`config.mk`:
```
export PLATFORM = sky130hd
export DESIGN_NAME = bsg_credit_gated_sender
export DESIGN_NICKNAME = d
export VERILOG_FILES = /design/src/rtl/bsg_credit_gated_sender.sv
export SDC_FILE = /design/constraint.sdc
export NUM_CORES = 1
export LEC_CHECK = 0
export ABC_AREA = 1
export CAP_MARGIN = 20
export CORE_UTILIZATION = 50
export CTS_CLUSTER_DIAMETER = 40
export DETAILED_ROUTE_END_ITERATION = 8
export PLACE_DENSITY = 0.76
export SYNTH_ARGS = -nofsm -noshare
export SYNTH_HDL_FRONTEND = slang
export SYNTH_SLANG_ARGS = --single-unit
```
`constraint.sdc`:
```
create_clock -name clk_i -period 3.5 [get_ports clk_i]
set_clock_uncertainty 0.15 [all_clocks]
set_input_delay 0.525 -clock clk_i [delete_from_list [all_inputs] [get_ports clk_i]]
set_output_delay 0.525 -clock clk_i [all_outputs]
set_load 0.02 [all_outputs]
```
`src/rtl/bsg_credit_gated_sender.sv`:
```
// Credit-gated link sender: buffers producer flits and launches one per cycle
// while the upstream credit counter reports credit, pulsing a decrement per launch.
module bsg_credit_gated_sender #(
   parameter int unsigned width_p           = 32,
   parameter int unsigned els_p             = 4,
   parameter int unsigned stall_ctr_width_p = 16
) (
   input  logic                         clk_i,
   input  logic                         reset_i,
   input  logic [width_p-1:0]           data_i,
   input  logic                         v_i,
   output logic                         ready_o,
   input  logic                         credits_avail_i,
   output logic                         dec_credit_o,
   output logic                         v_o,
   output logic [width_p-1:0]           data_o,
   output logic                         empty_o,
   output logic [stall_ctr_width_p-1:0] stall_cnt_o
);

   localparam int unsigned ptr_width_lp = $clog2(els_p) + 1;

   logic [ptr_width_lp-1:0]      wptr_q, rptr_q;
   logic [width_p-1:0]           mem_q [els_p];
   logic [width_p-1:0]           data_q;
   logic                         v_q;
   logic [stall_ctr_width_p-1:0] stall_cnt_q;

   logic full, empty, enq, launch;

   // Extra MSB on the pointers separates full from empty when low bits match.
   assign empty  = (wptr_q == rptr_q);
   assign full   = (wptr_q[ptr_width_lp-2:0] == rptr_q[ptr_width_lp-2:0])
                 & (wptr_q[ptr_width_lp-1] != rptr_q[ptr_width_lp-1]);

   assign ready_o      = ~full & ~reset_i;
   assign enq          = v_i & ready_o;
   assign launch       = ~empty & credits_avail_i & ~reset_i;
   assign dec_credit_o = launch;
   assign empty_o      = empty;
   assign v_o          = v_q;
   assign data_o       = data_q;
   assign stall_cnt_o  = stall_cnt_q;

   // Storage is not reset; only the pointers define which entries are live.
   always_ff @(posedge clk_i) begin
      if (enq) begin
         mem_q[wptr_q[ptr_width_lp-2:0]] <= data_i;
      end
   end

   always_ff @(posedge clk_i or posedge reset_i) begin
      if (reset_i) begin
         wptr_q      <= '0;
         rptr_q      <= '0;
         v_q         <= 1'b0;
         data_q      <= '0;
         stall_cnt_q <= '0;
      end else begin
         if (enq) begin
            wptr_q <= wptr_q + ptr_width_lp'(1);
         end
         if (launch) begin
            rptr_q <= rptr_q + ptr_width_lp'(1);
            data_q <= mem_q[rptr_q[ptr_width_lp-2:0]];
         end
         v_q <= launch;
         if (~empty & ~credits_avail_i & ~(&stall_cnt_q)) begin
            stall_cnt_q <= stall_cnt_q + stall_ctr_width_p'(1);
         end
      end
   end

endmodule

```
==> out/results.ini, run 1 <==
[place]
numPlacedInstances = 941
placed_area_sq_mm = 0.00857
hpwl_mm = 9.51
place_congestion = 0.871
port_buffers = 87

[yosys]
syn_inst = 690
synth.area.top_cells = edfxtp_1 51%, dfrtp_1 18%, nand2_1 15%, nand3_1 4.8%, o21ai_0 1.8%
synthSimpleGateAreaFrac_pct = 22.0
ys_seq_area_share_pct = 69.9
synth-adder-area-share_pct = 1.00
yosysTopAreaCellShare_pct = 51.4
synth-seq-cells = 183
synth_xor_area_share_pct = 1.06
synthesis.nets = 732
muxShareOfSynthArea_pct = 0
synth_compound_area_share_pct = 2.48
mappedNetlistArea_sq_mm = 0.00747
synth_top_family_by_area = simple AND/OR/NAND/NOR gates
yosys.cell_types.count = 22
avgSynthCellArea_sq_um = 10.8
yosysTopAreaCell = edfxtp_1
yosys_warnings = 0

[clock_network]
cts_buffer_depth = 2
clk_pin_slew_ns = 0.07
ctsHoldBuffers = 0
cts_buffers = 17
htreeDepth = 4
clock-sinks = 183
cts_tree = yes
postCtsSetupBuffers = 0
cts-resized-gates = 0
clock_latency_ns = 0.42
root_buffer = clkbuf_16

[sta]
setup_violations = 0
tns_ns = 0
hold_viol_final = 0
slew_headroom_pct = 54.7
maxSlewViolCount = 0
worst_pin_slew_ns = 0.679
rsz0062_at_grt = no
min_period_ns = 2.99
period_share_pct = 85.4
fmax_ghz = 0.335
fin_hold_ws_ns = 0.257

[final_layout]
regArea_sq_mm = 0.00522
num-nets-final = 818
n_antenna_cell = 0
instances_no_fill = 973
multiInputGateArea_sq_mm = 0.00201
synthToLayoutAreaGrowth_pct = 22.3
final_area_sq_mm = 0.00914
num-fill-cells = 1146
drive_above_1_share_pct = 7.48

[drt]
wl_mm = 14.9
dr.pass1.iters = 5
num_vias = 5069
drtIter0Drc = 284
drc = 0
ant_nets = 0
avgRoutedWirePerCell_um = 15.4
viasPerCell = 5.21

[worst_setup_path]
end_kind = primary output
reg2reg_to = mem_q[1][16]
ff2ff_path_depth = 8
crit_path_max_fanout = 35
crit_type = flip-flop to primary output
worstPathRequired_ns = 2.82
cp-start-kind = flip-flop
regToRegSetupSlack_ns = 0.69
critPathArrivalTime_ns = 2.31
r2r-start = rptr_q[1]

[floorplanning]
placementRows = 44
io_pins = 88
die_w_um = 124
die_h_um = 124
core_sq_mm = 0.0145
dieArea_sq_mm = 0.0154
initial_core_util_pct = 51.4

[grt]
grt_pass1_vias = 4941
use_met1_pct = 27.5
grt_pass1_wl_mm = 24.8
grt_max_degree = 69
overflow = 0
met3_usage_pct = 4.40
grt_util_met2_pct = 33.7
antenna_found_initial = 0
track_usage_pct = 20.6
grt-busiest-layer = met2

[power]
power_leakage_nw = 3.71
p_per_area_mw_per_mm2 = 779
irDropWorstVdd_uv = 462

[outcome]
status = complete, no violations

[min_path]
min_path_type = input port to async pin

[run]
maxCapViolations = 0

## critical path, cell delays in order, from the launching register on
cell and delay (ns):
dfrtp_1 0.35, buf_4 0.36, inv_2 0.06, nand2_1 0.09, nand2_2 0.06, nand3_2 0.12
nand3_2 0.08, inv_1 0.14, clkdlybuf4s50_1 0.63
## synthesized netlist by cell type (all sizes together)
library cell    n
xor2            4
clkbuf          9
dfrtp          55
nand3          75
xnor2           5
nand2         294
edfxtp        128
nor2           20
ha              6
nand4           8
o21ai          37
buf            21
inv            28
## report_power, final
| group | internal (W) | total [W] | leakage, nW | switching [W] |
|---|---|---|---|---|
| Clock | 0.00103 | 0.00183 | 0.278 | 0.000804 |
| Sequential | 0.00273 | 0.00295 | 1.86 | 0.000215 |
| Combinational | 0.000876 | 0.00234 | 1.57 | 0.00146 |
## how the worst max path moves through the flow
stage | start | endpoint | slack, ns | cells past startpoint
after CTS | rptr_q[1] | dec_credit_o | 0.48 | 8
after floorplan | reset_i | mem_q[3][0] | 0.43 | 3
after global placement | reset_i | mem_q[1][16] | 0.62 | 5
after global routing | rptr_q[1] | dec_credit_o | 0.37 | 8
final | rptr_q[1] | dec_credit_o | 0.51 | 8
after detailed placement | reset_i | mem_q[1][16] | 0.55 | 5
## metal layers
layer  vias to the layer above  wire length (um)
li1                       2474                 -
met1                      2448              6620
met2                       134              7490
met3                        13               651
met4                         0               169
met5                         -                 0
## stage by stage
stage	util (%)	total power, W	setup WS (ns)
2_1_floorplan	-	0.00444	0.425
3_3_place_gp	58.9	0.00525	0.623
3_5_place_dp	58.9	0.00533	0.549
4_1_cts	62.9	0.00716	0.476
5_1_grt	62.9	0.00753	0.370
6_report	62.9	0.00712	0.511
## layout make-up
| cell class | count | area share [%] |
|---|---|---|
| clock buffers | 20 | 5.00 |
| clock inverters | 12 | 1.27 |
| flip-flops and latches | 183 | 57.1 |
| inverters | 28 | 1.19 |
| repair buffers | 97 | 10.9 |
| well taps | 184 | 2.52 |
| multi-input cells | 449 | 22.0 |
## flip-flops by register name, summed over array words and instances, names as in the netlist
signal       count
wptr_q           3
v_o              1
mem_q          128
rptr_q           3
stall_cnt_o     16
data_o          32
## layout by cell type (no fill, tap or decap)
| cell | synthesis | final |
|---|---|---|
| nor2_4 | 2 | 6 |
| nand2_1 | 292 | 292 |
| edfxtp_1 | 128 | 128 |
| xnor2_1 | 5 | 5 |
| inv_1 | 24 | 23 |
| buf_4 | 1 | 6 |
| dfrtp_1 | 55 | 54 |
| buf_12 | 0 | 4 |
| clkbuf_8 | 0 | 2 |
| bufinv_16 | 0 | 1 |
| inv_2 | 4 | 4 |
| nand3_1 | 72 | 72 |
| xor2_1 | 4 | 4 |
| dfrtp_2 | 0 | 1 |
| ha_1 | 6 | 6 |
| o21ai_0 | 27 | 27 |
| clkbuf_16 | 0 | 17 |
| nor2_1 | 17 | 13 |
| nand2_2 | 2 | 2 |
| clkinv_2 | 0 | 2 |
| nand3_2 | 3 | 3 |
| inv_6 | 0 | 4 |
| clkbuf_1 | 9 | 1 |
| o21ai_1 | 10 | 10 |
| nor2_2 | 1 | 1 |
| clkinv_4 | 0 | 3 |
| clkinvlp_4 | 0 | 3 |
| nand4_1 | 8 | 8 |
| clkdlybuf4s50_1 | 0 | 87 |
## cell families after synthesis
kind of cell	count (synthesis)
AO/OA/AOI/OAI	37
AND/OR/NAND/NOR	397
flip-flops	183
adder cells (fa/ha/maj)	6
XOR/XNOR	9
buffers and inverters	58
Power figures use the tool's default switching activity.
==> inputs of run 2 (changes only) <==
CORE_MARGIN = 3   (was not set)
DONT_BUFFER_PORTS = 1   (was not set)
PLACE_DENSITY = 0.68   (was 0.76)
==> run 2 against run 1 <==
Net effect: highest routed layer unchanged; global-route usage is 1.4 points lower; flip-flop and latch count did not move; largest cell class unchanged; critical path type is now input port to primary output; first-iteration DRC count fell by 3.2%.
==> out/results.ini, run 2 (synthesis results as in run 1) <==
[sta]
tns_ns = 0
worst_pin_slew_ns = 0.692
hold_viol_final = 0
maxSlewViolCount = 0
fin_ws_ns = 0.483
slew_headroom_pct = 53.9
fmax_ghz = 0.331
rsz0062_at_grt = no
min_period_ns = 3.02
setup_violations = 0
fin_hold_ws_ns = 0.0449
period_share_pct = 86.2

[worst_setup_path]
critPathBufInv = 3
crit_chain = dlygate4sd3_1 > clkinvlp_4 > nand3_2 > inv_1
crit_path_max_fanout = 30
crit_family = buffers and inverters
critPathArrivalTime_ns = 2.34
cp_slowest_stage_delay_ns = 0.57
crit_type = input port to primary output
cp-start-kind = input port
worstPathRequired_ns = 2.82
end_kind = primary output
cp_slowest_cell = dlygate4sd3_1

[outcome]
status = complete, no violations

[place]
place_congestion = 0.861
place_ws_ns = 0.845
port_buffers = 0
placed_area_sq_mm = 0.00769
hpwl_mm = 9.44

[final_layout]
layout_commonest_cell = nand2_1
mostFrequentLayoutCells = 292 x nand2_1, 128 x edfxtp_1, 72 x nand3_1
final_area_sq_mm = 0.00830
n_antenna_cell = 0
synthToLayoutAreaGrowth_pct = 11.2
num-nets-final = 734
drive_above_1_share_pct = 8.52
largest_register_ffs = 128

[clock_network]
htreeDepth = 4
root_buffer = clkbuf_16
clock-sinks = 183
cts-resized-gates = 0
cts_buffers = 17
clock_latency_ns = 0.42
clk_pin_slew_ns = 0.06
cts_buffer_depth = 2
cts_tree = yes

[drt]
avgRoutedWirePerCell_um = 17.0
wl_mm = 15.1
viasPerCell = 5.36
drc = 0
dr.pass1.iters = 4
num_vias = 4759
ant_nets = 0
drtIter0Drc = 275

[grt]
overflow = 0
grt_pass1_wl_mm = 24.2
grt_max_degree = 66
grt_pass1_vias = 4782
antenna_found_initial = 0
track_usage_pct = 19.2

[floorplanning]
initial_core_util_pct = 51.2
die_w_um = 128
dieArea_sq_mm = 0.0164
die_h_um = 128
core_sq_mm = 0.0146
placementRows = 44
io_pins = 88

[run]
maxCapViolations = 0

[min_path]
min_path_type = input port to flip-flop

[power]
p_per_area_mw_per_mm2 = 818
power_leakage_nw = 3.40
total_power_w = 0.00680
irDropWorstVdd_uv = 402

[run 2: cell types whose count changed in the layout (fill, tap and decap cells not counted)]
cell / before / now
buf_12: 4 / 2
buf_4: 6 / 10
bufinv_16: 1 / 3
clkbuf_8: 2 / 1
clkdlybuf4s50_1: 87 / 0
clkinv_2: 2 / 1
clkinv_4: 3 / 1
dlygate4sd3_1: 0 / 1
inv_8: 0 / 1
[run 2: per-layer routing]
layer / routed length [um] / track usage (%) / vias up
li1: - / - / 2307
met1: 6190 / 22.0 / 2299
met2: 7530 / 32.7 / 134
met3: 1120 / 7.75 / 19
met4: 257 / 6.74 / 0
met5: 0 / 0 / -
[run 2: worst paths after layout]
check | from | end | slack, ns | depth (start not counted)
worst max-delay path | reset_i | dec_credit_o | 0.48 | 4
worst min-delay path | data_i[22] | mem_q[1][22] | 0.04 | 0
worst max register to register | wptr_q[0] | mem_q[3][16] | 0.83 | 7
worst min register to register | rptr_q[2] | rptr_q[2] | 0.43 | 2
max in group asynchronous | reset_i | data_o[30] | 1.85 | 3
min in group asynchronous | reset_i | wptr_q[2] | 0.41 | 2
[run 2: final cells by class]
| class | instances | area [sq um] |
|---|---|---|
| clock inverter | 12 | 165 |
| inverter | 28 | 109 |
| sequential | 183 | 5220 |
| clock buffer | 19 | 443 |
| fill | 1186 | 6280 |
| multi-input combinational | 449 | 2010 |
| timing repair buffer | 13 | 125 |
| tap | 184 | 230 |
[run 2: per-stage QoR]
step,cells,util [%]
floorplan,690,-
global placement,856,52.7
detailed placement,856,52.7
CTS,888,56.9
global route,888,56.9
finish,888,56.9
[run 2: repair_timing]
| action | CTS | global route |
|---|---|---|
| hold endpoints to repair | 10 | 0 |
| setup buffers | 0 | 0 |
| hold buffers | 1 | 0 |
[run 2: report_power, final]
group	internal (W)	switching [W]
Combinational	0.000494	0.00110
Sequential	0.00273	0.000519
Clock	0.00115	0.000793
Total	0.00438	0.00242
